### src/rtl/mem_arbiter.sv
// mem_arbiter: two-requester round-robin controller for a 4 x 8 memory array.
// Each granted access drives the array for exactly one cycle (GRANT), then
// returns a one-cycle acknowledge to the owner (ACK). Reads land in rdata.
module mem_arbiter #(
  parameter int unsigned DATA_W = 8,
  parameter int unsigned ADDR_W = 2
) (
  input  logic              clk,
  input  logic              reset,
  input  logic              req0,
  input  logic              req1,
  input  logic              rw0,
  input  logic              rw1,
  input  logic [ADDR_W-1:0] addr0,
  input  logic [ADDR_W-1:0] addr1,
  input  logic [DATA_W-1:0] wdata0,
  input  logic [DATA_W-1:0] wdata1,
  output logic              ack0,
  output logic              ack1,
  output logic [DATA_W-1:0] rdata,
  output logic              busy,
  output logic              mem_en,
  output logic              mem_rw,
  output logic [ADDR_W-1:0] mem_addr,
  output logic [DATA_W-1:0] mem_wdata,
  input  logic [DATA_W-1:0] mem_rdata
);

  typedef enum logic [1:0] {
    IDLE,
    GRANT,
    ACK
  } state_t;

  state_t              state_q, state_d;
  logic                ptr_q, ptr_d;      // requester favoured on a tie
  logic                owner_q, owner_d;  // requester of the access in flight
  logic                cmd_rw_q, cmd_rw_d;
  logic [ADDR_W-1:0]   cmd_addr_q, cmd_addr_d;
  logic [DATA_W-1:0]   cmd_wdata_q, cmd_wdata_d;
  logic [DATA_W-1:0]   rdata_q, rdata_d;
  logic                win;

  // State, arbitration and command registers; async reset aborts any access.
  always_ff @(posedge clk or posedge reset) begin
    if (reset) begin
      state_q     <= IDLE;
      ptr_q       <= 1'b0;
      owner_q     <= 1'b0;
      cmd_rw_q    <= 1'b0;
      cmd_addr_q  <= '0;
      cmd_wdata_q <= '0;
      rdata_q     <= '0;
    end else begin
      state_q     <= state_d;
      ptr_q       <= ptr_d;
      owner_q     <= owner_d;
      cmd_rw_q    <= cmd_rw_d;
      cmd_addr_q  <= cmd_addr_d;
      cmd_wdata_q <= cmd_wdata_d;
      rdata_q     <= rdata_d;
    end
  end

  // Next-state logic and all outputs; array signals are zero outside GRANT.
  always_comb begin
    state_d     = state_q;
    ptr_d       = ptr_q;
    owner_d     = owner_q;
    cmd_rw_d    = cmd_rw_q;
    cmd_addr_d  = cmd_addr_q;
    cmd_wdata_d = cmd_wdata_q;
    rdata_d     = rdata_q;
    win         = 1'b0;
    ack0        = 1'b0;
    ack1        = 1'b0;
    busy        = 1'b0;
    mem_en      = 1'b0;
    mem_rw      = 1'b0;
    mem_addr    = '0;
    mem_wdata   = '0;

    unique case (state_q)
      IDLE: begin
        if (req0 || req1) begin
          // A lone requester wins outright; on a tie the pointer decides.
          win         = (req0 && req1) ? ptr_q : req1;
          owner_d     = win;
          ptr_d       = ~win;
          cmd_rw_d    = win ? rw1    : rw0;
          cmd_addr_d  = win ? addr1  : addr0;
          cmd_wdata_d = win ? wdata1 : wdata0;
          state_d     = GRANT;
        end
      end
      GRANT: begin
        busy      = 1'b1;
        mem_en    = 1'b1;
        mem_rw    = cmd_rw_q;
        mem_addr  = cmd_addr_q;
        mem_wdata = cmd_wdata_q;
        if (!cmd_rw_q) begin
          rdata_d = mem_rdata;
        end
        state_d = ACK;
      end
      ACK: begin
        busy    = 1'b1;
        ack0    = ~owner_q;
        ack1    = owner_q;
        state_d = IDLE;
      end
      default: begin
        state_d = IDLE;
      end
    endcase
  end

  assign rdata = rdata_q;

endmodule

### config.mk
export PLATFORM = sky130hd
export DESIGN_NAME = mem_arbiter
export DESIGN_NICKNAME = d
export VERILOG_FILES = /design/src/rtl/mem_arbiter.sv
export SDC_FILE = /design/constraint.sdc
export NUM_CORES = 1
export LEC_CHECK = 0
export BUFFER_PORTS_ARGS = -buffer_cell sky130_fd_sc_hd__buf_2
export CORE_ASPECT_RATIO = 1.5
export CORE_MARGIN = 4
export CORE_UTILIZATION = 35
export DETAILED_ROUTE_END_ITERATION = 10
export RECOVER_POWER = 25
export SLEW_MARGIN = 25
export SYNTH_ARGS = -nofsm -noshare
export SYNTH_HDL_FRONTEND = slang
export SYNTH_SLANG_ARGS = --single-unit
### constraint.sdc
create_clock -name clk -period 2.59 [get_ports clk]
set_input_delay 0.518 -clock clk [delete_from_list [all_inputs] [get_ports clk]]
set_output_delay 0.518 -clock clk [all_outputs]
set_load 0.03 [all_outputs]
==> flow_summary.ini <==
[timing]
max_slew_margin = 0.411
worst_pin_slew_ps = 882
fin_ws_ps = 535
finalMaxSlewViolations = 0
hold_ws_ps = 435
finalCritPeriodShare = 0.794
setup-tns-final_ps = 0
rsz0062_at_grt = no
setup_viol = 0
fmax_mhz = 487
period_minus_slack_ps = 2060
final_hold_viol_count = 0
fin_worst_skew_ps = 1.79

[critical_path]
critPathRequiredTime_ps = 2070
startpoint = state_q[1]
rr_endpoint = rdata[2]
cp_slowest_cell = dfrtp_1
end_kind = primary output
cp_cell_sequence = inv_1 > ha_1 > and2_1 > buf_2
slowest_delay_ps = 400
start_kind = flip-flop
reg2reg_from = state_q[1]
r2r_cells = 4
worstPathArrival_ps = 1540
r2r_setup_slack_ps = 830
path_max_fanout = 11
path_class = reg2out

[grt]
grt_max_degree = 24
antenna_found_initial = 0
grt_overflow = 0
grt_usage = 0.134
grt_pass1_wl_um = 4400
grt_pass1_vias = 993

[synth]
yosysSeqAreaShare = 0.495
synth-seq-cells = 23
synthCells = 118
synth_nets = 156
yosysUniqueCellTypes = 21
syn_area_um2 = 1160
synth_warnings = 0
avgSynthCellArea_um2 = 9.85

[detailed_routing]
post-route-drc-count = 0
vias = 1013
dr.pass1.iters = 4
wl_per_cell_um = 13.2
antenna_left = 0
viasPerCell = 4.85
drt_wl_total_um = 2750
drt_iter0_markers = 12

[cts]
clkLatencyLatePin_ps = 260
path_clk_slew_ps = 80
cts.sinks = 23
hold_buffers = 0
root_buffer = clkbuf_8
clockBufferDepth = 2
cts_htree_levels = 1
cts_tree = done
cts.repair.resized = 0
cts_buffers = 3
cts_setup_buffers = 0

[worst_hold_path]
hold_path_class = in2async

[die]
num_io_pins = 57
die_x_um = 55.1
initial_core_util = 0.368
die-area_um2 = 4330
die_y_um = 78.6
num_rows = 25
core_um2 = 3160

[place]
dp_slack_ps = 813
portBuffers = 56
routabilityCongestion = 0.740
dp_hpwl_um = 2140
postPlaceCellArea_um2 = 1440

[cells_and_area]
synthToLayoutAreaGrowth_pct = 27.8
fin_nets = 208
fillers = 338
num_antenna_cells = 0
drive_gt1_frac = 0.396
final_area_um2 = 1490

[flow_run]
drv_cap = 0

[power_and_ir_drop]
ir_worst_vdd_v = 0.000560
power_density_nw_per_um2 = 1290
p_leak_uw = 0.000733

[status]
outcome = finished clean
[registers in the layout, indices dropped and copies added (netlist names)]
register / count
cmd_rw_q: 1
state_q: 2
rdata: 8
owner_q: 1
cmd_wdata_q: 8
ptr_q: 1
cmd_addr_q: 2
[cell type report]
cell class,instances,area (µm²),share of cell area
clock buffers,4,45.0,0.0303
flip-flops and latches,23,576,0.388
multi-input cells,81,515,0.347
repair buffers,56,280,0.189
inverters,5,18.8,0.0126
well taps,40,50.0,0.0337
[metrics by stage]
| step | util | total power [µW] | cells |
|---|---|---|---|
| 6_report | 0.470 | 1910 | 209 |
| 5_1_grt | 0.470 | 2060 | 209 |
| 4_1_cts | 0.470 | 1930 | 209 |
| 3_5_place_dp | 0.456 | 1720 | 205 |
| 3_3_place_gp | 0.456 | 1690 | 205 |
| 2_1_floorplan | - | 1460 | 118 |
[report_power, final]
| group | total, µW | internal [µW] | switching (µW) |
|---|---|---|---|
| Sequential | 634 | 542 | 91.8 |
| Clock | 219 | 109 | 109 |
| Combinational | 1060 | 368 | 690 |
[Yosys cell counts]
cell type,count,area [µm²]
dfrtp_1,23,576
a31oi_1,12,75.1
and2_1,12,75.1
nand3_1,12,60.1
nor2_1,12,45.0
o21ai_1,11,55.1
mux2_2,8,90.1
buf_2,6,30.0
inv_1,5,18.8
ha_1,4,50.1
nor2b_1,3,18.8
a21boi_0,1,7.51
a21oi_1,1,5.00
buf_4,1,7.51
buf_6,1,11.3
clkbuf_1,1,3.75
mux2_1,1,11.3
nand2_1,1,3.75
nand2b_1,1,6.26
o21a_1,1,7.51
o21ai_0,1,5.00
[how the worst max path moves through the flow]
| stage | to | cells past startpoint | slack [ps] |
|---|---|---|---|
| 6_report | mem_wdata[5] | 4 | 530 |
| 5_1_grt | mem_wdata[5] | 4 | 420 |
| 4_1_cts | mem_wdata[5] | 4 | 520 |
| 3_5_place_dp | mem_wdata[1] | 4 | 810 |
| 3_3_place_gp | mem_wdata[1] | 4 | 840 |
| 2_1_floorplan | mem_addr[0] | 4 | 960 |
[cells in the final DEF, fill, tap and decap left out, types with 4 or more instances in the layout]
cell type | netlist | routed
buf_2 | 6 | 56
dfrtp_1 | 23 | 23
nand3_1 | 12 | 12
nor2_1 | 12 | 12
a31oi_1 | 12 | 12
and2_1 | 12 | 12
o21ai_1 | 11 | 11
mux2_2 | 8 | 8
inv_1 | 5 | 5
ha_1 | 4 | 4
[per-layer routing]
metal | track usage | up-vias | routed length, µm
li1 | - | 507 | -
met1 | 0.159 | 466 | 1080
met2 | 0.238 | 38 | 1420
met3 | 0.0171 | 2 | 232
met4 | 0.0438 | 0 | 23
met5 | 0 | - | 0
[critical path: cells and delay by family (launching register included)]
family | cells | cell delay (ps)
adder cells (fa/ha/maj) | 1 | 380
AND/OR/NAND/NOR | 1 | 190
flip-flops | 1 | 400
buffers and inverters | 2 | 310
[logic make-up after synthesis]
family                   synth area share
AND/OR/NAND/NOR                     0.180
AO/OA/AOI/OAI                       0.133
flip-flops                          0.495
buffers and inverters              0.0614
multiplexers                       0.0872
adder cells (fa/ha/maj)            0.0431
Note: power is estimated with default switching activity, not from simulation.
